<file path="src/rtl/fp_mul_pkg.sv">
// ---------------------------------------------------------------------------
// fp_mul_pkg
// Shared types and constants for the fp_mul issue/collect wrapper.
//   MUL_PERIOD : clocks per multiplier frame (one operation per frame)
//   TAG_W      : width of the caller tag carried alongside each operation
//   fp32_t     : IEEE-754 single-precision field view
//   op_t       : queued operand pair {a, b, tag}
//   res_t      : captured result {c, ovf, tag}
// ---------------------------------------------------------------------------
package fp_mul_pkg;

    localparam int MUL_PERIOD = 26;
    localparam int TAG_W      = 4;

    typedef struct packed {
        logic        sign;
        logic [7:0]  exp;
        logic [22:0] mant;
    } fp32_t;

    typedef struct packed {
        fp32_t             a;
        fp32_t             b;
        logic [TAG_W-1:0]  tag;
    } op_t;

    typedef struct packed {
        fp32_t             c;
        logic              ovf;
        logic [TAG_W-1:0]  tag;
    } res_t;

endpackage

</file>
<file path="src/rtl/fp_sync_fifo.sv">
// ---------------------------------------------------------------------------
// fp_sync_fifo
// Single-clock FIFO used for both the operand queue and the result queue.
// A push and a pop in the same cycle are both honoured. Pushes while full
// and pops while empty are ignored.
//   clk, rst_n : clock, asynchronous active-low reset
//   push_i     : write wdata_i at the tail
//   wdata_i    : data to write
//   pop_i      : drop the head entry
//   rdata_o    : head entry (stale when empty)
//   full_o     : no free entries
//   empty_o    : no valid entries
//   count_o    : number of valid entries
// ---------------------------------------------------------------------------
module fp_sync_fifo #(
    parameter int WIDTH = 8,
    parameter int DEPTH = 4
) (
    input  logic                       clk,
    input  logic                       rst_n,
    input  logic                       push_i,
    input  logic [WIDTH-1:0]           wdata_i,
    input  logic                       pop_i,
    output logic [WIDTH-1:0]           rdata_o,
    output logic                       full_o,
    output logic                       empty_o,
    output logic [$clog2(DEPTH+1)-1:0] count_o
);

    localparam int PW = (DEPTH > 1) ? $clog2(DEPTH) : 1;
    localparam int CW = $clog2(DEPTH + 1);

    logic [WIDTH-1:0] mem_q [DEPTH];
    logic [PW-1:0]    wrPtr_q, wrPtr_d;
    logic [PW-1:0]    rdPtr_q, rdPtr_d;
    logic [CW-1:0]    count_q, count_d;
    logic             doPush, doPop;

    // Pointers wrap explicitly so DEPTH need not be a power of two.
    function automatic logic [PW-1:0] nextPtr(input logic [PW-1:0] p);
        return (p == PW'(DEPTH - 1)) ? '0 : p + 1'b1;
    endfunction

    assign full_o  = (count_q == CW'(DEPTH));
    assign empty_o = (count_q == '0);
    assign count_o = count_q;
    assign rdata_o = mem_q[rdPtr_q];
    assign doPush  = push_i && !full_o;
    assign doPop   = pop_i && !empty_o;

    // Next-state for the pointers and occupancy count.
    always_comb begin
        wrPtr_d = wrPtr_q;
        rdPtr_d = rdPtr_q;
        count_d = count_q + CW'(doPush) - CW'(doPop);
        if (doPush) wrPtr_d = nextPtr(wrPtr_q);
        if (doPop)  rdPtr_d = nextPtr(rdPtr_q);
    end

    // Control state; storage contents need no reset since empty hides them.
    always_ff @(posedge clk or negedge rst_n) begin
        if (!rst_n) begin
            wrPtr_q <= '0;
            rdPtr_q <= '0;
            count_q <= '0;
        end else begin
            wrPtr_q <= wrPtr_d;
            rdPtr_q <= rdPtr_d;
            count_q <= count_d;
        end
    end

    always_ff @(posedge clk) begin
        if (doPush) mem_q[wrPtr_q] <= wdata_i;
    end

endmodule

</file>
<file path="src/rtl/fp_mul_feeder.sv">
// ---------------------------------------------------------------------------
// fp_mul_feeder
// Issue/collect stage around the frame-based sequential multiplier. Operand
// pairs are queued, handed to the multiplier at the frame boundary, tracked
// while in flight, and their results returned in order with their tags.
//   clk, rst_n        : clock, asynchronous active-low reset
//   in_valid/in_ready : operand stream handshake (in_a, in_b, in_tag)
//   mul_rst           : active-high reset to the multiplier (~rst_n)
//   mul_a, mul_b      : registered operands presented to the multiplier
//   mul_c, mul_ovf    : multiplier result and overflow flag
//   out_valid/ready   : result stream handshake (out_c, out_ovf, out_tag)
//   busy              : anything queued, pending, in flight or unread
// ---------------------------------------------------------------------------
module fp_mul_feeder #(
    parameter int OPQ_DEPTH  = 4,
    parameter int RES_DEPTH  = 2,
    parameter int TAG_W      = fp_mul_pkg::TAG_W,
    parameter int MUL_PERIOD = fp_mul_pkg::MUL_PERIOD
) (
    input  logic             clk,
    input  logic             rst_n,
    input  logic             in_valid,
    output logic             in_ready,
    input  logic [31:0]      in_a,
    input  logic [31:0]      in_b,
    input  logic [TAG_W-1:0] in_tag,
    output logic             mul_rst,
    output logic [31:0]      mul_a,
    output logic [31:0]      mul_b,
    input  logic [31:0]      mul_c,
    input  logic             mul_ovf,
    output logic             out_valid,
    input  logic             out_ready,
    output logic [31:0]      out_c,
    output logic             out_ovf,
    output logic [TAG_W-1:0] out_tag,
    output logic             busy
);

    import fp_mul_pkg::*;

    localparam int FCW = $clog2(MUL_PERIOD);

    logic [FCW-1:0]   fc_q, fc_d;
    logic [31:0]      mulA_q, mulA_d, mulB_q, mulB_d;
    logic             pendV_q, pendV_d, flyV_q, flyV_d;
    logic [TAG_W-1:0] pendTag_q, pendTag_d, flyTag_q, flyTag_d;

    logic loadEdge, sampleEdge, credit;
    logic opqPush, opqPop, opqFull, opqEmpty;
    logic resqPush, resqPop, resqFull, resqEmpty;
    logic [$clog2(OPQ_DEPTH+1)-1:0] opqCount;
    logic [$clog2(RES_DEPTH+1)-1:0] resqCount;
    op_t  opqIn, opqHead;
    res_t resqIn, resqHead;

    // The multiplier shares our reset so both frame counters start together.
    assign mul_rst = ~rst_n;
    assign mul_a   = mulA_q;
    assign mul_b   = mulB_q;

    assign in_ready = rst_n & ~opqFull;
    assign opqPush  = in_valid & in_ready;
    assign opqIn    = {in_a, in_b, in_tag};

    // loadEdge is the clock ending the last frame cycle; the multiplier then
    // samples our registers on the following edge (sampleEdge).
    assign loadEdge   = (fc_q == FCW'(MUL_PERIOD - 1));
    assign sampleEdge = (fc_q == '0);

    // Only issue if the op already in flight plus this one both fit in the
    // result queue, so a capture can never find it full.
    assign credit   = (int'(resqCount) + int'(flyV_q) + 1) <= RES_DEPTH;
    assign opqPop   = loadEdge & ~opqEmpty & credit;

    assign resqPush = sampleEdge & flyV_q;
    assign resqIn   = {mul_c, mul_ovf, flyTag_q};
    assign resqPop  = out_valid & out_ready;

    assign out_valid = ~resqEmpty;
    assign out_c     = resqEmpty ? '0 : resqHead.c;
    assign out_ovf   = resqEmpty ? 1'b0 : resqHead.ovf;
    assign out_tag   = resqEmpty ? '0 : resqHead.tag;
    assign busy      = ~opqEmpty | pendV_q | flyV_q | ~resqEmpty;

    fp_sync_fifo #(.WIDTH($bits(op_t)), .DEPTH(OPQ_DEPTH)) u_opq (
        .clk     (clk),
        .rst_n   (rst_n),
        .push_i  (opqPush),
        .wdata_i (opqIn),
        .pop_i   (opqPop),
        .rdata_o (opqHead),
        .full_o  (opqFull),
        .empty_o (opqEmpty),
        .count_o (opqCount)
    );

    fp_sync_fifo #(.WIDTH($bits(res_t)), .DEPTH(RES_DEPTH)) u_resq (
        .clk     (clk),
        .rst_n   (rst_n),
        .push_i  (resqPush),
        .wdata_i (resqIn),
        .pop_i   (resqPop),
        .rdata_o (resqHead),
        .full_o  (resqFull),
        .empty_o (resqEmpty),
        .count_o (resqCount)
    );

    // Frame position, issue at the load edge, and the pending-to-in-flight
    // hand-off at the sample edge. An empty or credit-blocked frame drives
    // zeros, which the multiplier turns into a harmless zero result.
    always_comb begin
        fc_d      = loadEdge ? '0 : fc_q + 1'b1;
        mulA_d    = mulA_q;
        mulB_d    = mulB_q;
        pendV_d   = pendV_q;
        pendTag_d = pendTag_q;
        flyV_d    = flyV_q;
        flyTag_d  = flyTag_q;
        if (loadEdge) begin
            if (opqPop) begin
                mulA_d    = opqHead.a;
                mulB_d    = opqHead.b;
                pendTag_d = opqHead.tag;
                pendV_d   = 1'b1;
            end else begin
                mulA_d    = '0;
                mulB_d    = '0;
                pendV_d   = 1'b0;
            end
        end
        if (sampleEdge) begin
            flyV_d   = pendV_q;
            flyTag_d = pendTag_q;
            pendV_d  = 1'b0;
        end
    end

    always_ff @(posedge clk or negedge rst_n) begin
        if (!rst_n) begin
            fc_q      <= '0;
            mulA_q    <= '0;
            mulB_q    <= '0;
            pendV_q   <= 1'b0;
            pendTag_q <= '0;
            flyV_q    <= 1'b0;
            flyTag_q  <= '0;
        end else begin
            fc_q      <= fc_d;
            mulA_q    <= mulA_d;
            mulB_q    <= mulB_d;
            pendV_q   <= pendV_d;
            pendTag_q <= pendTag_d;
            flyV_q    <= flyV_d;
            flyTag_q  <= flyTag_d;
        end
    end

    // A capture into a full result queue would silently lose a result.
    assert property (@(posedge clk) disable iff (!rst_n)
                     resqPush |-> (!resqFull || resqPop));

    assert property (@(posedge clk) disable iff (!rst_n)
                     int'(opqCount) <= OPQ_DEPTH);

endmodule
</file>
<file path="config.mk">
export PLATFORM = sky130hd
export DESIGN_NAME = fp_mul_feeder
export DESIGN_NICKNAME = d
export VERILOG_FILES = /design/src/rtl/fp_mul_pkg.sv /design/src/rtl/fp_sync_fifo.sv /design/src/rtl/fp_mul_feeder.sv
export SDC_FILE = /design/constraint.sdc
export NUM_CORES = 1
export LEC_CHECK = 0
export ABC_AREA = 1
export CAP_MARGIN = 20
export CORE_ASPECT_RATIO = 1.25
export CORE_UTILIZATION = 45
export CTS_CLUSTER_SIZE = 28
export DETAILED_ROUTE_END_ITERATION = 8
export HOLD_SLACK_MARGIN = 0.1
export PLACE_DENSITY_LB_ADDON = 0.25
export SLEW_MARGIN = 20
export SYNTH_ARGS = -nofsm -noshare
export SYNTH_HDL_FRONTEND = slang
export SYNTH_SLANG_ARGS = --single-unit
</file>
<file path="constraint.sdc">
create_clock -name clk -period 9.5 [get_ports clk]
set_input_delay 1.425 -clock clk [delete_from_list [all_inputs] [get_ports clk]]
set_output_delay 1.425 -clock clk [all_outputs]
set_load 0.02 [all_outputs]
</file>
==> results.yml <==
sta:
  fin_crit_ps: 4150
  finalCritPeriodShare_pct: 43.7
  max_freq_mhz: 241
  slew_headroom_pct: 31.2
  worstMarginPinSlew_ps: 1030
  slew_violations: 0
  skew_ps: 17.1
  rsz0062_at_grt: "no"
  setup_viol: 0
  hold_violations: 0
  setup_tns_ps: 0
route:
  met2_length_um: 18400
  num_vias: 11400
  viasPerCell: 4.83
  routed_wirelength_um: 36700
  wl_per_cell_um: 15.6
  ant_nets: 0
  top_layer: "met5"
  dr.pass1.iters: 5
  wl_met1_um: 15300
  drcViolationCount: 0
  wl_met3_um: 2130
  dr.first_iter.drc_count: 657
logic_synthesis:
  synth_cell_types: 21
  yosysTopAreaCellShare_pct: 59.2
  synth.area.top_cells: "edfxtp_1 59%, nand2_1 17%, dfrtp_1 13%"
  synthesis.area_um2: 17500
  yosysMostFrequentCell: "nand2_1"
  syn-num-nets: 1750
  synth_top_area_cell: "edfxtp_1"
  yosys_warnings: 0
  synth_edf_count: 346
  syn-instance-count: 1629
  yosys_register_bits: 436
  netlist_top_cells_count: "774 x nand2_1, 346 x edfxtp_1, 170 x inv_1"
  synth.avg_cell_area_um2: 10.8
  async_reset_ff_share_pct: 20.6
  ys.flop_type: "edfxtp_1"
  seq_area_frac_synth_pct: 72.1
clocking:
  tritoncts: "yes"
  cts_resized: 0
  cts_hold_buffers: 0
  clk_latency_ps: 540
  clock-sinks: 436
  cts_max_path_buffers: 3
  path_clk_slew_ps: 60
  numCtsBuffers: 42
  h-tree-depth: 2
  postCtsSetupRepairBufs: 0
  cts_root_buf: "clkbuf_16"
critical_path:
  required_ps: 8080
  critPathArrivalTime_ps: 2720
  end_kind: "output port"
  cp-start-kind: "input pin"
  crit_fanout: 31
  crit_type: "input pin to output port"
global_route:
  grt_max_degree: 91
  grt-ovfl-total: 0
  grt_pass1_vias: 11400
  track_usage_pct: 18.8
  antenna_found_initial: 2
  grt_pass1_wl_um: 58200
power:
  pwr-share-seq_pct: 42.1
  power_density_nw_per_um2: 279
  p_sw_uw: 1900
  internal_power_uw: 4140
  p_clk_share_pct: 29.5
  swShare_pct: 31.4
  p_comb_share_pct: 28.4
  leakage_uw: 0.00930
  ir_worst_vdd_v: 0.000193
place:
  port_buffers: 209
  place_congestion: 0.741
  hpwl_um: 21100
worst_hold_path:
  hold_class: "register to register"
floorplanning:
  start_util_pct: 45.8
  coreArea_um2: 38300
  fp.dieH_um: 223
  core.rowCount: 80
  pin_count: 210
  die-area_um2: 39800
  fp.dieW_um: 179
run:
  cap_violations: 0
status:
  status: "finished clean"
finish:
  final.fill_count: 3145
  seq_area_um2: 12600
  utilization_pct: 56.4
  multi_input_area_um2: 3970
  drive_gt1_share_pct: 5.75
  fin_nets: 1947
  areaGrowthSynthToFinish_pct: 23.2
## registers in the layout, summed over array words and instances, names as in the netlist, 2 cells and up
name            count
flyTag_q            4
pendTag_q           4
mul_a              32
u_opq.count_o       3
u_resq.mem_q       74
u_opq.mem_q       272
u_resq.count_o      2
fc_q                5
mul_b              32
u_opq.wrPtr_q       2
u_opq.rdPtr_q       2
## routing by layer
metal  global-route usage (%)  vias to the layer above
li1                         -                     5584
met1                     23.4                     5391
met2                     32.7                      310
met3                     3.01                       74
met4                     6.86                        2
met5                        0                        -
## layout by cell type (no fill, tap or decap), types with 15 or more instances in the layout
| cell type | instances |
|---|---|
| a21oi_1 | 39 |
| clkbuf_16 | 45 |
| clkdlybuf4s50_1 | 208 |
| clkinv_2 | 18 |
| dfrtp_1 | 88 |
| edfxtp_1 | 346 |
| ha_1 | 15 |
| inv_1 | 170 |
| nand2_1 | 774 |
| nand3_1 | 81 |
## final timing paths
kind                                     to  cells after the start  slack, ps              start
setup / recovery                   in_ready                      4       5350              rst_n
hold / removal               u_resq.wrPtr_q                      2        470     u_resq.wrPtr_q
setup reg to reg           u_opq.count_o[2]                     14       6240  u_resq.count_o[0]
hold reg to reg              u_resq.wrPtr_q                      2        470     u_resq.wrPtr_q
max in group asynchronous  u_opq.rdPtr_q[0]                      2       7360              rst_n
min in group asynchronous         mul_b[14]                      1        830              rst_n
## worst max-delay path, stage by stage
cell and delay, ps:
buf_4 370, inv_1 130, a21oi_1 150, clkdlybuf4s50_1 620
## power by group through the flow
stage	clock, µW	combinational [µW]	sequential, µW
floorplan	0	917	2670
global placement	0	1700	2570
detailed placement	0	1730	2580
CTS	1810	1750	2540
global route	1880	1920	2580
finish	1780	1720	2540
## area by class of cell
cell class,instances,share of cell area [%]
Clock buffer,48,5.31
Tap cell,492,2.85
Multi-Input combinational cell,949,18.4
Sequential cell,436,58.5
Antenna cell,1,0.0116
Timing Repair Buffer,223,10.2
Clock inverter,30,1.62
Inverter,174,3.03
## metrics by stage
step / instances / cell area [µm²] / total power, µW / hold WS, ps / setup WS (ps)
floorplan: 1629 / 17500 / 3590 / 442 / 4510
global placement: 2273 / 20100 / 4270 / 456 / 5330
detailed placement: 2274 / 20100 / 4310 / 459 / 5310
CTS: 2352 / 21600 / 6100 / 475 / 5310
global route: 2353 / 21600 / 6370 / 492 / 5190
finish: 2353 / 21600 / 6040 / 474 / 5350
## cell families after synthesis
group	after synthesis	synth area share (%)
AO/OA/AOI/OAI	42	1.20
XOR/XNOR	7	0.349
adder cells (fa/ha/maj)	16	1.18
buffers and inverters	244	5.51
flip-flops	436	72.1
AND/OR/NAND/NOR	884	19.7
Power figures use the tool's default switching activity.
